--- config.mk ---
export PLATFORM = sky130hd
export DESIGN_NAME = step_sequencer_flat
export DESIGN_NICKNAME = d
export VERILOG_FILES = /design/src/rtl/step_sequencer_if.sv /design/src/rtl/step_sequencer.sv /design/src/flat_wrapper.sv
export SDC_FILE = /design/constraint.sdc
export NUM_CORES = 1
export LEC_CHECK = 0
export ABC_AREA = 1
export ABC_CLOCK_PERIOD_IN_PS = 3050
export CORE_AREA = 8 8 63 65
export CTS_BUF_LIST = sky130_fd_sc_hd__clkbuf_4 sky130_fd_sc_hd__clkbuf_8 sky130_fd_sc_hd__clkbuf_16
export CTS_CLUSTER_SIZE = 8
export DETAILED_ROUTE_END_ITERATION = 7
export DIE_AREA = 0 0 71 73
export DONT_BUFFER_PORTS = 1
export PLACE_DENSITY = 0.73
export SLEW_MARGIN = 20
export SYNTH_ARGS = -nofsm -noshare
export SYNTH_HDL_FRONTEND = slang
export SYNTH_SLANG_ARGS = --single-unit
--- constraint.sdc ---
create_clock -name clk -period 3.05 [get_ports clk]
set_input_delay 0.305 -clock clk [delete_from_list [all_inputs] [get_ports clk]]
set_output_delay 0.305 -clock clk [all_outputs]
set_load 0.01 [all_outputs]
--- src/rtl/step_sequencer_if.sv ---
// Game-mode package and the req/done handshake bundle between the step sequencer
// (master) and the move/check logic (slave).
package snake_pkg;
   typedef enum logic [1:0] {
      MENU  = 2'd0,
      GAME  = 2'd1,
      PAUSE = 2'd2,
      OVER  = 2'd3
   } game_mode;
endpackage

interface step_sequencer_if;
   logic move_req;
   logic move_done;
   logic check_req;
   logic check_done;
   logic step_commit;

   modport master (
      output move_req, check_req, step_commit,
      input  move_done, check_done
   );

   modport slave (
      input  move_req, check_req, step_commit,
      output move_done, check_done
   );
endinterface

--- src/rtl/step_sequencer.sv ---
// Turns each divider toggle into one game step: move handshake, check handshake, commit.
// Optional per-phase watchdog enabled by defining STEP_WATCHDOG_EN.
module step_sequencer
   import snake_pkg::*;
#(
   parameter int unsigned STEP_BITS  = 16,
   parameter int unsigned OVR_BITS   = 8,
   parameter int unsigned WDT_CYCLES = 1024
) (
   input  logic                 clk,
   input  logic                 rst,
   input  game_mode             mode,
   input  logic                 tick_in,
   step_sequencer_if.master     bus,
   output logic [STEP_BITS-1:0] step_cnt,
   output logic [OVR_BITS-1:0]  overrun_cnt,
   output logic                 wdt_flag
);

   typedef enum logic [1:0] {
      S_IDLE   = 2'd0,
      S_MOVE   = 2'd1,
      S_CHECK  = 2'd2,
      S_COMMIT = 2'd3
   } state_t;

   state_t               r_state;
   state_t               w_state_nxt;
   logic                 r_tick_q;
   logic                 r_pending;
   logic                 w_pending_nxt;
   logic                 w_ovr_inc;
   logic                 w_edge;
   logic                 w_game;
   logic                 w_wdt_hit;
   logic [STEP_BITS-1:0] r_step_cnt;
   logic [OVR_BITS-1:0]  r_ovr_cnt;

   assign w_edge = (tick_in != r_tick_q);
   assign w_game = (mode == GAME);

`ifdef STEP_WATCHDOG_EN
   localparam int unsigned WDT_W = $clog2(WDT_CYCLES + 1);

   logic [WDT_W-1:0] r_wdt_cnt;
   logic             r_wdt_flag;
   logic             w_phase_enter;

   // Timeout fires on the last allowed cycle of a phase whose done is still absent.
   assign w_wdt_hit = ((r_state == S_MOVE  && !bus.move_done) ||
                       (r_state == S_CHECK && !bus.check_done)) &&
                      (r_wdt_cnt == WDT_W'(WDT_CYCLES - 1));
   assign w_phase_enter = (w_state_nxt == S_MOVE || w_state_nxt == S_CHECK) &&
                          (w_state_nxt != r_state);

   always_ff @(posedge clk) begin
      if (rst) begin
         r_wdt_cnt  <= '0;
         r_wdt_flag <= 1'b0;
      end else begin
         if (w_phase_enter)
            r_wdt_cnt <= '0;
         else if (r_state == S_MOVE || r_state == S_CHECK)
            r_wdt_cnt <= r_wdt_cnt + WDT_W'(1);
         if (w_game && w_wdt_hit)
            r_wdt_flag <= 1'b1;
      end
   end

   assign wdt_flag = r_wdt_flag;
`else
   assign w_wdt_hit = 1'b0;
   assign wdt_flag  = 1'b0;
`endif

   always_ff @(posedge clk) begin
      if (rst) begin
         r_state    <= S_IDLE;
         r_tick_q   <= 1'b0;
         r_pending  <= 1'b0;
         r_step_cnt <= '0;
         r_ovr_cnt  <= '0;
      end else begin
         r_state   <= w_state_nxt;
         r_tick_q  <= tick_in;
         r_pending <= w_pending_nxt;
         if (r_state == S_COMMIT)
            r_step_cnt <= r_step_cnt + STEP_BITS'(1);
         if (w_ovr_inc && (r_ovr_cnt != '1))
            r_ovr_cnt <= r_ovr_cnt + OVR_BITS'(1);
      end
   end

   always_comb begin
      w_state_nxt   = r_state;
      w_pending_nxt = r_pending;
      w_ovr_inc     = 1'b0;
      if (!w_game) begin
         w_state_nxt   = S_IDLE;
         w_pending_nxt = 1'b0;
      end else begin
         case (r_state)
            S_IDLE: begin
               if (w_edge)
                  w_state_nxt = S_MOVE;
            end
            S_MOVE, S_CHECK: begin
               // One toggle is queued; any further ones during the step are lost.
               if (w_edge) begin
                  if (r_pending)
                     w_ovr_inc = 1'b1;
                  else
                     w_pending_nxt = 1'b1;
               end
               if (r_state == S_MOVE && bus.move_done)
                  w_state_nxt = S_CHECK;
               else if (r_state == S_CHECK && bus.check_done)
                  w_state_nxt = S_COMMIT;
               else if (w_wdt_hit) begin
                  w_state_nxt   = S_IDLE;
                  w_pending_nxt = 1'b0;
               end
            end
            S_COMMIT: begin
               if (r_pending || w_edge) begin
                  w_state_nxt   = S_MOVE;
                  w_pending_nxt = 1'b0;
               end else begin
                  w_state_nxt = S_IDLE;
               end
            end
            default: w_state_nxt = S_IDLE;
         endcase
      end
   end

   assign bus.move_req    = (r_state == S_MOVE);
   assign bus.check_req   = (r_state == S_CHECK);
   assign bus.step_commit = (r_state == S_COMMIT);
   assign step_cnt        = r_step_cnt;
   assign overrun_cnt     = r_ovr_cnt;

endmodule

--- src/flat_wrapper.sv ---
// flat-port wrapper written by rule: the top's interface ports become plain ports
module step_sequencer_flat import snake_pkg::*;
#(
   parameter int unsigned STEP_BITS  = 16,
   parameter int unsigned OVR_BITS   = 8,
   parameter int unsigned WDT_CYCLES = 1024
)
  (clk, rst, mode, tick_in, step_cnt, overrun_cnt, wdt_flag, bus_move_req, bus_check_req, bus_step_commit, bus_move_done, bus_check_done);
  step_sequencer_if bus_i ();
  input  logic clk;
  input  logic rst;
  input  game_mode mode;
  input  logic tick_in;
  output logic [STEP_BITS-1:0] step_cnt;
  output logic [OVR_BITS-1:0] overrun_cnt;
  output logic wdt_flag;
  output wire logic [$bits(bus_i.move_req)-1:0] bus_move_req;
  output wire logic [$bits(bus_i.check_req)-1:0] bus_check_req;
  output wire logic [$bits(bus_i.step_commit)-1:0] bus_step_commit;
  input wire logic [$bits(bus_i.move_done)-1:0] bus_move_done;
  input wire logic [$bits(bus_i.check_done)-1:0] bus_check_done;
  assign bus_move_req = bus_i.move_req;
  assign bus_check_req = bus_i.check_req;
  assign bus_step_commit = bus_i.step_commit;
  assign bus_i.move_done = bus_move_done;
  assign bus_i.check_done = bus_check_done;
  step_sequencer #(.STEP_BITS(STEP_BITS), .OVR_BITS(OVR_BITS), .WDT_CYCLES(WDT_CYCLES)) u_core (.clk(clk), .rst(rst), .mode(mode), .tick_in(tick_in), .bus(bus_i), .step_cnt(step_cnt), .overrun_cnt(overrun_cnt), .wdt_flag(wdt_flag));
endmodule
==> results of run 1 <==
timing repair:
| action | CTS | global route |
|---|---|---|
| endpoints found under the hold margin | 1 | 0 |
| buffers inserted | 0 | 0 |
| hold buffers | 1 | 0 |
flip-flops by register name (all words and copies together), names as in the netlist:
register / cells
u_core.overrun_cnt: 8
u_core.r_pending: 1
u_core.r_state: 2
u_core.r_tick_q: 1
u_core.step_cnt: 16
worst max-delay path by stage:
| stage | from | end | slack (ns) | cells after the start |
|---|---|---|---|---|
| detailed placement | u_core.r_state[0] | u_core.step_cnt[9] | 1.40 | 8 |
| CTS | u_core.r_state[0] | u_core.step_cnt[9] | 1.39 | 8 |
| floorplan | u_core.r_state[0] | u_core.overrun_cnt[1] | 1.57 | 9 |
| global route | u_core.r_state[0] | u_core.overrun_cnt[7] | 1.22 | 8 |
| finish | u_core.r_state[0] | u_core.step_cnt[9] | 1.40 | 9 |
| global placement | u_core.r_state[0] | u_core.step_cnt[9] | 1.41 | 8 |
worst max-delay path, delay by kind of cell, from the launching register on:
family	cells	cell delay [ns]
DFF	1	0.43
and+or+nand+nor	7	0.70
buffers and inverters	1	0.04
adders and majority gates	1	0.45
Yosys cell counts, drive strengths merged:
library cell   n  area, µm²
inv           33        124
buf            5       36.3
or2            1       6.26
a31oi          1       6.26
o21bai         1       7.51
a21oi         16       83.8
clkinv         1       3.75
dfxtp         28        561
nand3         14       80.1
conb           1       3.75
o211ai         1       7.51
o21ai          9       45.0
nand4          2       12.5
nor2          52        218
nand2         87        359
nand3b         1       7.51
ha             9        113
nor3           5       25.0
metrics by stage:
stage	hold slack [ns]	std cells	instance area, µm²	total power, µW
floorplan	0.441	267	1700	401
global placement	0.378	295	1700	402
detailed placement	0.379	295	1700	403
CTS	0.00120	300	1770	654
global route	0.000566	300	1770	663
finish	0.0169	300	1770	644
power by group:
group	switching (µW)	internal, µW	leakage [µW]	total (µW)
clock network	115	133	0.0000279	248
registers	1.42	368	0.000226	369
logic	18.1	9.20	0.000487	27.3
cells in the final DEF (no fill, tap or decap), drive strengths merged, types with 3 or more instances in the layout:
cell type / Yosys / layout
dfxtp: 28 / 28
nor3: 5 / 5
a21oi: 16 / 16
o21ai: 9 / 9
inv: 33 / 33
ha: 9 / 9
nand2: 87 / 87
nand3: 14 / 14
nor2: 52 / 52
clkbuf: 0 / 3
cell type report:
cell class	instances	area, µm²	area share, %
Tap cell	33	41.3	2.34
Inverter	34	128	7.22
Multi-Input combinational cell	200	975	55.2
Clock buffer	3	22.5	1.27
Timing Repair Buffer	1	10.0	0.567
Sequential cell	28	561	31.7
Clock inverter	1	30.0	1.70
routing by layer:
| metal | GRT usage [%] | routed length, µm | up-vias |
|---|---|---|---|
| met3 | 4.26 | 234 | 2 |
| met5 | 0 | 0 | - |
| met1 | 16.0 | 1720 | 637 |
| met2 | 22.8 | 1550 | 29 |
| li1 | - | - | 824 |
| met4 | 4.85 | 25 | 0 |
cells by family after synthesis:
family	synth area share (%)
other	0.221
AND/OR/NAND/NOR	41.7
buffers and inverters	9.65
flip-flops	33.0
AO/OA/AOI/OAI	8.84
adder cells (fa/ha/maj)	6.63
==> impl_summary.log, run 1 <==
INFO  metric critical_path_required = approximately 3.3 ns
INFO  metric cts_inserted_buffers = 3
INFO  metric layout_worst_path_cycle_share = 54.0%
INFO  metric synth_nets = ~280
INFO  metric syn2layout_area_growth = 3.98%
INFO  metric cts_buffer_depth = 2
INFO  metric worstSetupStartpointType = flop
INFO  metric reg_to_reg_startpoint = u_core.r_state[0]
INFO  metric setup_violations = 0
INFO  metric critical_path.cell_chain = ha_1, nand2_1, nor2_2, nand2_2, nor2_2, nand2_1, nand2_1, inv_1, nor2_1
INFO  metric detail_route.drc_violations = 0
INFO  metric final.setup.worst_slack = 1.40 ns
INFO  metric gpl.final_weighted_congestion = between 0.8 and 0.9
INFO  metric nets = 284
INFO  metric routed-via-count = approximately 1500
INFO  metric top_level_ports = 35
INFO  metric holdPathStages = 1
INFO  metric ant_nets = 0
INFO  metric dp_wirelength = about 2700 µm
INFO  metric routed_wl = around 3500 µm
INFO  metric critical_path.endpoint_type = flop
INFO  metric finalHoldViolations = 0
INFO  metric clkLatencyLatePin = between 0.3 and 0.4 ns
INFO  metric crit_path_frequent_cell = sky130_fd_sc_hd__nand2_1
INFO  metric finalClockSkew = 0.0149 ns
INFO  metric rsz0062_at_grt = no
INFO  metric max_clock_freq = 0.607 GHz
INFO  metric clockRootBuffer = sky130_fd_sc_hd__clkbuf_4
INFO  metric grt_start_max_net_pins = 20
INFO  metric final_util = about three fifths
INFO  metric ir_worst_vdd = 0.217 mV
INFO  metric powerDensity = between 300 and 400 mW/mm²
INFO  metric r2r_end = u_core.step_cnt[9]
INFO  metric drt-vias-per-instance = 4.97
INFO  metric dieArea = 0.00518 mm²
INFO  metric first_pass_iters = 4
INFO  metric ys_warns = 0
INFO  metric r2r_setup_slack = 1.40 ns
INFO  metric layout_min_cycle_time = between 1.5 and 2 ns
INFO  metric worst-setup-path-type = flop to flop
INFO  metric slew_violations = 0
INFO  metric port_buffers = 0
INFO  metric initial_core_util = 57.5%
INFO  metric grt_first_pass_wirelength = 5870 µm
INFO  metric p_leak = between 0.0007 and 0.0008 µW
INFO  metric synth_area = between 0.0015 and 0.002 mm²
INFO  metric worstHoldPathType = input pin to flop
INFO  metric globalRoute.totalOverflow = 0
INFO  metric dp_worst_setup_slack = 1.40 ns
INFO  metric cts.repair.resized = 0
INFO  metric global_route.usage.total = 13.6%
INFO  metric yosysSeqAreaShare = between 30% and 40%
INFO  metric clock_transition_at_the_registers_of_the_reported_paths = approximately 0.17 ns
INFO  metric length_in_cells_of_the_worst_reg_to_reg_path = 9
INFO  metric fillcell_total = approximately 280
INFO  metric synth_cells = between 200 and 300
INFO  metric tritoncts = yes
INFO  metric cap_viol_max_count = 0
INFO  metric final_layout_size_suffix_gt1_share = 8.61%
INFO  metric grt_antenna_before_repair = 0
INFO  metric whs_endpoint = u_core.step_cnt[3]
INFO  metric cts_max_level = 1
INFO  metric wire_per_inst = 11.8 µm
INFO  metric core = about 0.0030 mm²
INFO  metric largest_fanout_of_any_net_on_the_critical_path = 12
INFO  metric synth.ff_latch_count = 28
INFO  metric critical_path_arrival = 1.94 ns
INFO  metric fin_tns_setup = 0 ns
INFO  metric clock_sinks = 28
INFO  metric status = finished clean
INFO  metric dieWidth = 71 µm
INFO  metric cpPeakStageDelay = between 0.4 and 0.5 ns
INFO  metric antenna-diode-count = 0
INFO  metric holdCritStartpoint = rst
INFO  metric drt_iter0_markers = 86
INFO  metric fp.dieH = roughly 73 µm
INFO  metric vias_in_the_first_global_route = about 1300
INFO  metric synth.avg_cell_area = 6.36 µm²
INFO  metric synthDistinctLibCells = 27
INFO  metric critical-path-slowest-cell = sky130_fd_sc_hd__ha_1
INFO  metric core.rowCount = 20
No activity file was read; power rests on OpenSTA's default activity.
==> run 2: changes to the inputs <==
Settings changed: ABC_AREA 1 to 0, ABC_CLOCK_PERIOD_IN_PS 3050 to 1340, CORE_AREA 8 8 63 65 to 8 8 60 62, DIE_AREA 0 0 71 73 to 0 0 68 70, PLACE_DENSITY 0.73 to 0.71.
Clock period 3.05 ns to 1.34 ns, I/O delays scaled along.
==> run 2 against run 1 <==
The run now ends with negative hold slack, negative setup slack left. Routed wire length increased by 3.8%. Non-clock buffer count increased by 44. Worst setup slack got worse by 1.7 ns.
==> impl_summary.log, run 2 <==
INFO  metric ant_nets = 0
INFO  metric initial_core_util = 52.7%
INFO  metric post-synth-top-area-cell = sky130_fd_sc_hd__dfxtp_1
INFO  metric fp.dieH = 70 µm
INFO  metric ys_warns = 0
INFO  metric cts_inserted_buffers = 3
INFO  metric cap_viol_max_count = 0
INFO  metric dieWidth = a little under 70 µm
INFO  metric synth.ff_latch_count = 28
INFO  metric critical_path_arrival = about 1.9 ns
INFO  metric placed_area = approximately 0.0018 mm²
INFO  metric largest_fanout_of_any_net_on_the_critical_path = 5
INFO  metric final_layout_size_suffix_gt1_share = between 40% and 50%
INFO  metric failed_checks = negative hold slack, negative setup slack
INFO  metric tritoncts = yes
INFO  metric clkLatencyLatePin = around 0.34 ns
INFO  metric clock_sinks = 28
INFO  metric synth_cells = about 160
INFO  metric biggest_area_contributors_in_the_synthesized_netlist = sky130_fd_sc_hd__dfxtp_1 (40%), sky130_fd_sc_hd__ha_1 (8.0%), sky130_fd_sc_hd__xnor2_1 (6.2%)
INFO  metric globalRoute.totalOverflow = 0
INFO  metric clockRootBuffer = sky130_fd_sc_hd__clkbuf_4
INFO  metric p_leak = ~0.00081 µW
INFO  metric critical_path_required = 1.60 ns
INFO  metric yosys.area.top_type_share = between 30% and 40%
INFO  metric detail_route.drc_violations = 0
INFO  metric instance_count_on_the_critical_path = 6
INFO  metric most_common_library_cell_in_the_layout_ignoring_fill_and_taps = sky130_fd_sc_hd__buf_4
INFO  metric port_buffers = 0
INFO  metric grt_start_max_net_pins = 27
INFO  metric fin_tns_setup = -3.56 ns
INFO  metric core.rowCount = 19
INFO  metric layout_min_cycle_time = approximately 1.6 ns
INFO  metric global_route.usage.total = between 10% and 20%
INFO  metric grt_antenna_before_repair = 0
INFO  metric finalClockSkew = a little under 0.007 ns
INFO  metric vias_in_the_first_global_route = around 1400
INFO  metric antenna-diode-count = 0
INFO  metric fillcell_total = 180
INFO  metric top_level_ports = 35
INFO  metric critPathBufInv = 1
INFO  metric synth_async_sr_flop_share = 0%
INFO  metric clock_transition_at_the_registers_of_the_reported_paths = ~0.16 ns
INFO  metric rsz0062_at_grt = yes
INFO  metric hold_buffers = 2
INFO  metric setup_violations = 24
INFO  metric drt_iter0_markers = a little under 50
INFO  metric dp_wirelength = ~2800 µm
INFO  metric status = complete, but fails checks
INFO  metric worstSetupStartpointType = flop
INFO  metric critical_path.endpoint_type = flop
INFO  metric cts_max_level = 1
INFO  metric critical-path-slowest-cell = sky130_fd_sc_hd__dfxtp_4
INFO  metric holdPathStages = 1
INFO  metric drt-vias-per-instance = 5.62
INFO  metric number_of_synthesized_flops_with_an_enable_pin = 0
INFO  metric length_in_cells_of_the_worst_reg_to_reg_path = 6
INFO  metric slew_violations = 0
INFO  metric synth.avg_cell_area = a little over 9 µm²
INFO  metric synthFlopType = sky130_fd_sc_hd__dfxtp_1
INFO  metric yosysSeqAreaShare = around 40%
INFO  metric syn2layout_area_growth = 43.4%
INFO  metric synthDistinctLibCells = 38
INFO  metric dieArea = approximately 0.0048 mm²
INFO  metric core = approximately 0.0027 mm²
INFO  metric critical-path-top-delay-family = simple AND/OR/NAND/NOR gates
INFO  metric synthTopCellsByCount = sky130_fd_sc_hd__dfxtp_1 (28), sky130_fd_sc_hd__nor2_1 (21), sky130_fd_sc_hd__nand2_1 (11)
INFO  metric ir_worst_vdd = 0.666 mV
INFO  metric synth_area = roughly 0.0014 mm²
INFO  metric yosys.cell_count.top_type = sky130_fd_sc_hd__dfxtp_1
INFO  metric largest_register_ff_count = 16
INFO  metric layout.cell_area.non_filler = just over 0.002 mm²
INFO  metric layout_worst_path_cycle_share = 120%
INFO  metric gpl.final_weighted_congestion = about 0.85
INFO  metric nets = about 220
INFO  metric worstHoldPathType = input pin to flop
INFO  metric first_pass_iters = 4
INFO  metric cpPeakStageDelay = roughly 0.41 ns
INFO  metric critical_path.cell_chain = inv_4, ha_4, nand4b_4, nor3b_4, nand3_2, a221oi_2
INFO  metric finalHoldViolations = 25
INFO  metric grt_first_pass_wirelength = between 5000 and 6000 µm
INFO  metric dp_worst_setup_slack = -0.233 ns
INFO  metric powerDensity = about 720 mW/mm²
INFO  metric routed-via-count = 1292
INFO  metric cts_buffer_depth = 2
INFO  metric layout.cells.most_common_list = sky130_fd_sc_hd__buf_4 (41), sky130_fd_sc_hd__dfxtp_1 (24), sky130_fd_sc_hd__nor2_1 (20)
INFO  metric worst-setup-path-type = flop to flop
INFO  metric final.setup.worst_slack = -0.262 ns
INFO  metric wire_per_inst = about 16 µm
INFO  metric synth_nets = ~170
INFO  metric routed_wl = between 3000 and 4000 µm
INFO  metric max_clock_freq = about 0.62 GHz
INFO  metric finalHoldWorstSlack = -0.166 ns
-- run 2: cell types whose count changed after synthesis, moves of 4 or more --
cell	before	now
sky130_fd_sc_hd__a21oi_1	15	5
sky130_fd_sc_hd__a311oi_1	0	4
sky130_fd_sc_hd__inv_1	32	6
sky130_fd_sc_hd__nand2_1	80	11
sky130_fd_sc_hd__nand2_2	4	0
sky130_fd_sc_hd__nand3_1	12	7
sky130_fd_sc_hd__nor2_1	45	21
sky130_fd_sc_hd__nor2_2	6	0
sky130_fd_sc_hd__nor4_1	0	4
sky130_fd_sc_hd__o21ai_0	9	3
sky130_fd_sc_hd__xnor2_1	0	10
sky130_fd_sc_hd__xor2_1	0	4
-- run 2: what timing repair did --
action,4_1_cts,5_1_grt
hold endpoints to repair,28,27
cloned,0,0
endpoints found under the setup margin,24,26
buffers inserted,2,4
gates resized for setup,8,13
pin swaps,7,8
-- run 2: path summary, 6_finish.rpt --
kind	from	to	slack, ns
setup / recovery	u_core.r_state[0]	u_core.overrun_cnt[6]	-0.26
hold / removal	rst	u_core.step_cnt[0]	-0.17
setup reg to reg	u_core.r_state[0]	u_core.overrun_cnt[6]	-0.26
hold reg to reg	u_core.overrun_cnt[2]	u_core.overrun_cnt[2]	0.53
-- run 2: layer usage --
layer / vias to the layer above / part of all wire [%] / GRT usage (%)
met5: - / 0 / 0
met4: 0 / 0.84 / 3.42
met3: 4 / 6.3 / 4.15
met2: 31 / 57 / 29.3
met1: 616 / 36 / 14.7
li1: 641 / - / -
-- run 2: report_power, final --
part	internal, µW	switching [µW]
Clock	228	267
Combinational	63.0	54.7
Sequential	836	6.20
Total	1130	328
-- run 2: worst reg2reg max path: cells and delay by family, from the launching register on --
family | cells | cell delay [ns]
simple gates | 3 | 0.59
flops | 1 | 0.41
compound gates | 1 | 0.22
fa+ha+maj | 1 | 0.28
buf+inv | 1 | 0.05
-- run 2: cell families (layout without fill, tap and decap cells) --
kind of cell	count (synthesis)	count (layout)	synth area share (%)
flops	28	28	39.9
simple gates	68	68	26.4
fa+ha+maj	9	9	8.02
mux	3	3	2.14
buf+inv	11	55	3.30
xor+xnor	15	15	9.89
other cells	1	1	0.267
compound gates	20	20	10.1
-- run 2: metrics by stage --
step | instances | total power [µW] | util (%)
detailed placement | 219 | 948 | 67.9
global placement | 219 | 944 | 67.9
finish | 230 | 1460 | 75.6
CTS | 227 | 1440 | 72.4
global route | 230 | 1500 | 75.6
floorplan | 155 | 926 | -
-- run 2: area by class of cell --
cell class | count | area (µm²) | area share [%]
inverters | 6 | 27.5 | 1.37
repair buffers | 45 | 350 | 17.4
flip-flops and latches | 28 | 571 | 28.3
well taps | 31 | 38.8 | 1.93
clock buffers | 4 | 47.5 | 2.36
multi-input cells | 116 | 978 | 48.6
==> run 3: changes to the inputs <==
--- a/config.mk
+++ b/config.mk
@@ -9,3 +9,3 @@
 export ABC_CLOCK_PERIOD_IN_PS = 1340
-export CORE_AREA = 8 8 60 62
+export CORE_AREA = 8 8 78 80
 export CTS_BUF_LIST = sky130_fd_sc_hd__clkbuf_4 sky130_fd_sc_hd__clkbuf_8 sky130_fd_sc_hd__clkbuf_16
@@ -13,5 +13,4 @@
 export DETAILED_ROUTE_END_ITERATION = 7
-export DIE_AREA = 0 0 68 70
+export DIE_AREA = 0 0 86 88
 export DONT_BUFFER_PORTS = 1
-export PLACE_DENSITY = 0.71
 export SLEW_MARGIN = 20
==> constraint.sdc (replaced) <==
create_clock -name clk -period 1.34 [get_ports clk]
set_input_delay 0 -clock clk [delete_from_list [all_inputs] [get_ports clk]]
set_output_delay 0 -clock clk [all_outputs]
set_load 0.01 [all_outputs]
==> run 3 against run 2 <==
Critical path type unchanged. Utilization is 31 points lower. Fmax is 1.3% higher. Via count down 0.62%. The run still ends with negative hold slack, negative setup slack left. Clock-buffer cell count is the same.
==> impl_summary.log, run 3 (synthesis gave the netlist of run 2 again) <==
INFO  metric antenna-diode-count = 0
INFO  metric critical_path.endpoint_type = flop
INFO  metric rsz0062_at_grt = yes
INFO  metric layout_min_cycle_time = between 1.5 and 2 ns
INFO  metric critical_path_required = ~1.5 ns
INFO  metric globalRoute.totalOverflow = 0
INFO  metric cap_viol_max_count = 0
INFO  metric worstSetupStartpointType = flop
INFO  metric fin_tns_setup = -2.95 ns
INFO  metric routed_wl = ~3700 µm
INFO  metric dp_wirelength = approximately 2700 µm
INFO  metric status = complete, but fails checks
INFO  metric largest_register_ff_count = 16
INFO  metric ir_worst_vdd = approximately 0.33 mV
INFO  metric cts_buffer_depth = 2
INFO  metric worst-setup-path-type = flop to flop
INFO  metric global_route.usage.total = approximately a tenth
INFO  metric initial_core_util = between 20% and 30%
INFO  metric switching_share = 21.4%
INFO  metric clock_sinks = 28
INFO  metric wire_per_inst = between 10 and 15 µm
INFO  metric internal-power = 1240 µW
INFO  metric multi_input_logic_area = ~0.0010 mm²
INFO  metric first_pass_iters = 4
INFO  metric totalPowerFinal = roughly 1600 µW
INFO  metric core.rowCount = 26
INFO  metric fillcell_total = 481
INFO  metric cts_max_level = 1
INFO  metric routed-via-count = about 1300
INFO  metric port_buffers = 0
INFO  metric power.clock.fraction = 37.9%
INFO  metric regArea = between 500 and 600 µm²
INFO  metric hold_buffers = 2
INFO  metric worstHoldPathType = input pin to flop
INFO  metric grt_antenna_before_repair = 0
INFO  metric p_leak = around 0.00086 µW
INFO  metric clockRootBuffer = sky130_fd_sc_hd__clkbuf_8
INFO  metric drt-vias-per-instance = approximately 4.6
INFO  metric fp.dieH = 88 µm
INFO  metric clock_transition_at_the_registers_of_the_reported_paths = approximately 0.10 ns
INFO  metric finalHoldWorstSlack = -0.220 ns
INFO  metric ant_nets = 0
INFO  metric gpl.final_weighted_congestion = around 0.74
INFO  metric share_seq_of_total_power = between 50 and 60%
INFO  metric failed_checks = negative hold slack, negative setup slack
INFO  metric net-switching-power = 336 µW
INFO  metric grt_first_pass_wirelength = a little over 6000 µm
INFO  metric dieArea = between 0.007 and 0.008 mm²
INFO  metric finalClockSkew = 0.000908 ns
INFO  metric powerDensity = about 720 mW/mm²
INFO  metric critical_path_arrival = about 1.8 ns
INFO  metric most_common_library_cell_in_the_layout_ignoring_fill_and_taps = sky130_fd_sc_hd__buf_4
INFO  metric finalHoldViolations = 27
INFO  metric core = about 0.0049 mm²
INFO  metric dieWidth = about 86 µm
INFO  metric detail_route.drc_violations = 0
INFO  metric max_clock_freq = 0.632 GHz
INFO  metric setup_violations = 23
INFO  metric comb_power_share = 8.7%
INFO  metric slew_violations = 0
INFO  metric cts_inserted_buffers = 3
INFO  metric layout.cells.most_common_list = sky130_fd_sc_hd__buf_4 (48), sky130_fd_sc_hd__dfxtp_1 (24), sky130_fd_sc_hd__nor2_1 (20)
INFO  metric drt_iter0_markers = between 80 and 90
INFO  metric clkLatencyLatePin = 0.27 ns
INFO  metric nets = about 220
INFO  metric vias_in_the_first_global_route = roughly 1200
INFO  metric tritoncts = yes
INFO  metric layout.cell_area.non_filler = roughly 0.0022 mm²
INFO  metric placed_area = 0.00188 mm²
INFO  metric top_level_ports = 35
INFO  metric final.setup.worst_slack = -0.242 ns
INFO  metric syn2layout_area_growth = 54.9%
INFO  metric layout_worst_path_cycle_share = 118%
INFO  metric final_layout_size_suffix_gt1_share = between 40% and 50%
INFO  metric largest_fanout_of_any_net_on_the_critical_path = 4
INFO  metric grt_start_max_net_pins = 27
==> run 3: changes by cell type in the layout (fill, tap and decap cells not counted), moves of 2 or more <==
cell	previous run	this run
sky130_fd_sc_hd__buf_4	41	48
sky130_fd_sc_hd__clkbuf_4	3	0
sky130_fd_sc_hd__clkbuf_8	0	3
sky130_fd_sc_hd__ha_4	2	4
==> run 3: power groups by stage <==
| stage | clock network, µW | logic [µW] | registers [µW] |
|---|---|---|---|
| global placement | 0 | 88.8 | 861 |
| global route | 654 | 146 | 842 |
| finish | 596 | 137 | 841 |
| CTS | 618 | 116 | 843 |
| detailed placement | 0 | 90.3 | 862 |
| floorplan | 0 | 61.4 | 864 |
==> run 3: worst max-delay path: stages (launching register included) <==
cell                       delay, ns
sky130_fd_sc_hd__dfxtp_4        0.38
sky130_fd_sc_hd__inv_4          0.05
sky130_fd_sc_hd__ha_4           0.27
sky130_fd_sc_hd__nand4b_4       0.17
sky130_fd_sc_hd__nor3b_4        0.26
sky130_fd_sc_hd__nand3_1        0.13
sky130_fd_sc_hd__a221oi_2       0.24
==> run 3: what timing repair did <==
item	4_1_cts	5_1_grt
resized for setup	17	9
buffers inserted	7	3
setup endpoints to repair	24	26
pin swaps	12	9
gates cloned	0	0
hold endpoints to repair	28	27
==> run 3: metal layers <==
metal  up-vias  share of wire, %  wire length [µm]  track usage, %
li1        655                 -                 -               -
met2        20                51              1920            17.1
met3         2               6.0               225            2.63
met5         -                 0                 0               0
met4         0              0.86                32            4.62
met1       607                42              1550            11.2
==> run 3: area by class of cell <==
type,count,share of cell area (%)
multi-input cells,116,46.4
inverters,6,1.27
clock buffers,4,3.05
repair buffers,53,19.0
flip-flops and latches,28,26.2
well taps,70,4.03
==> run 3: path summary, 6_finish.rpt <==
path | startpoint | endpoint | slack, ns | cells past startpoint
setup / recovery | u_core.r_state[0] | u_core.overrun_cnt[6] | -0.24 | 6
hold / removal | rst | u_core.overrun_cnt[6] | -0.22 | 1
setup reg to reg | u_core.r_state[0] | u_core.overrun_cnt[6] | -0.24 | 6
hold reg to reg | u_core.r_pending | u_core.r_pending | 0.57 | 2
==> run 3: through the flow <==
step / utilization, % / setup slack (ns) / hold slack [ns] / cells
finish: 44.3 / -0.242 / -0.220 / 277
global route: 44.3 / -0.336 / -0.234 / 277
CTS: 42.9 / -0.213 / -0.233 / 274
detailed placement: 38.2 / -0.225 / 0.0726 / 261
global placement: 38.2 / -0.195 / 0.0712 / 261
floorplan: - / -0.148 / 0.128 / 155
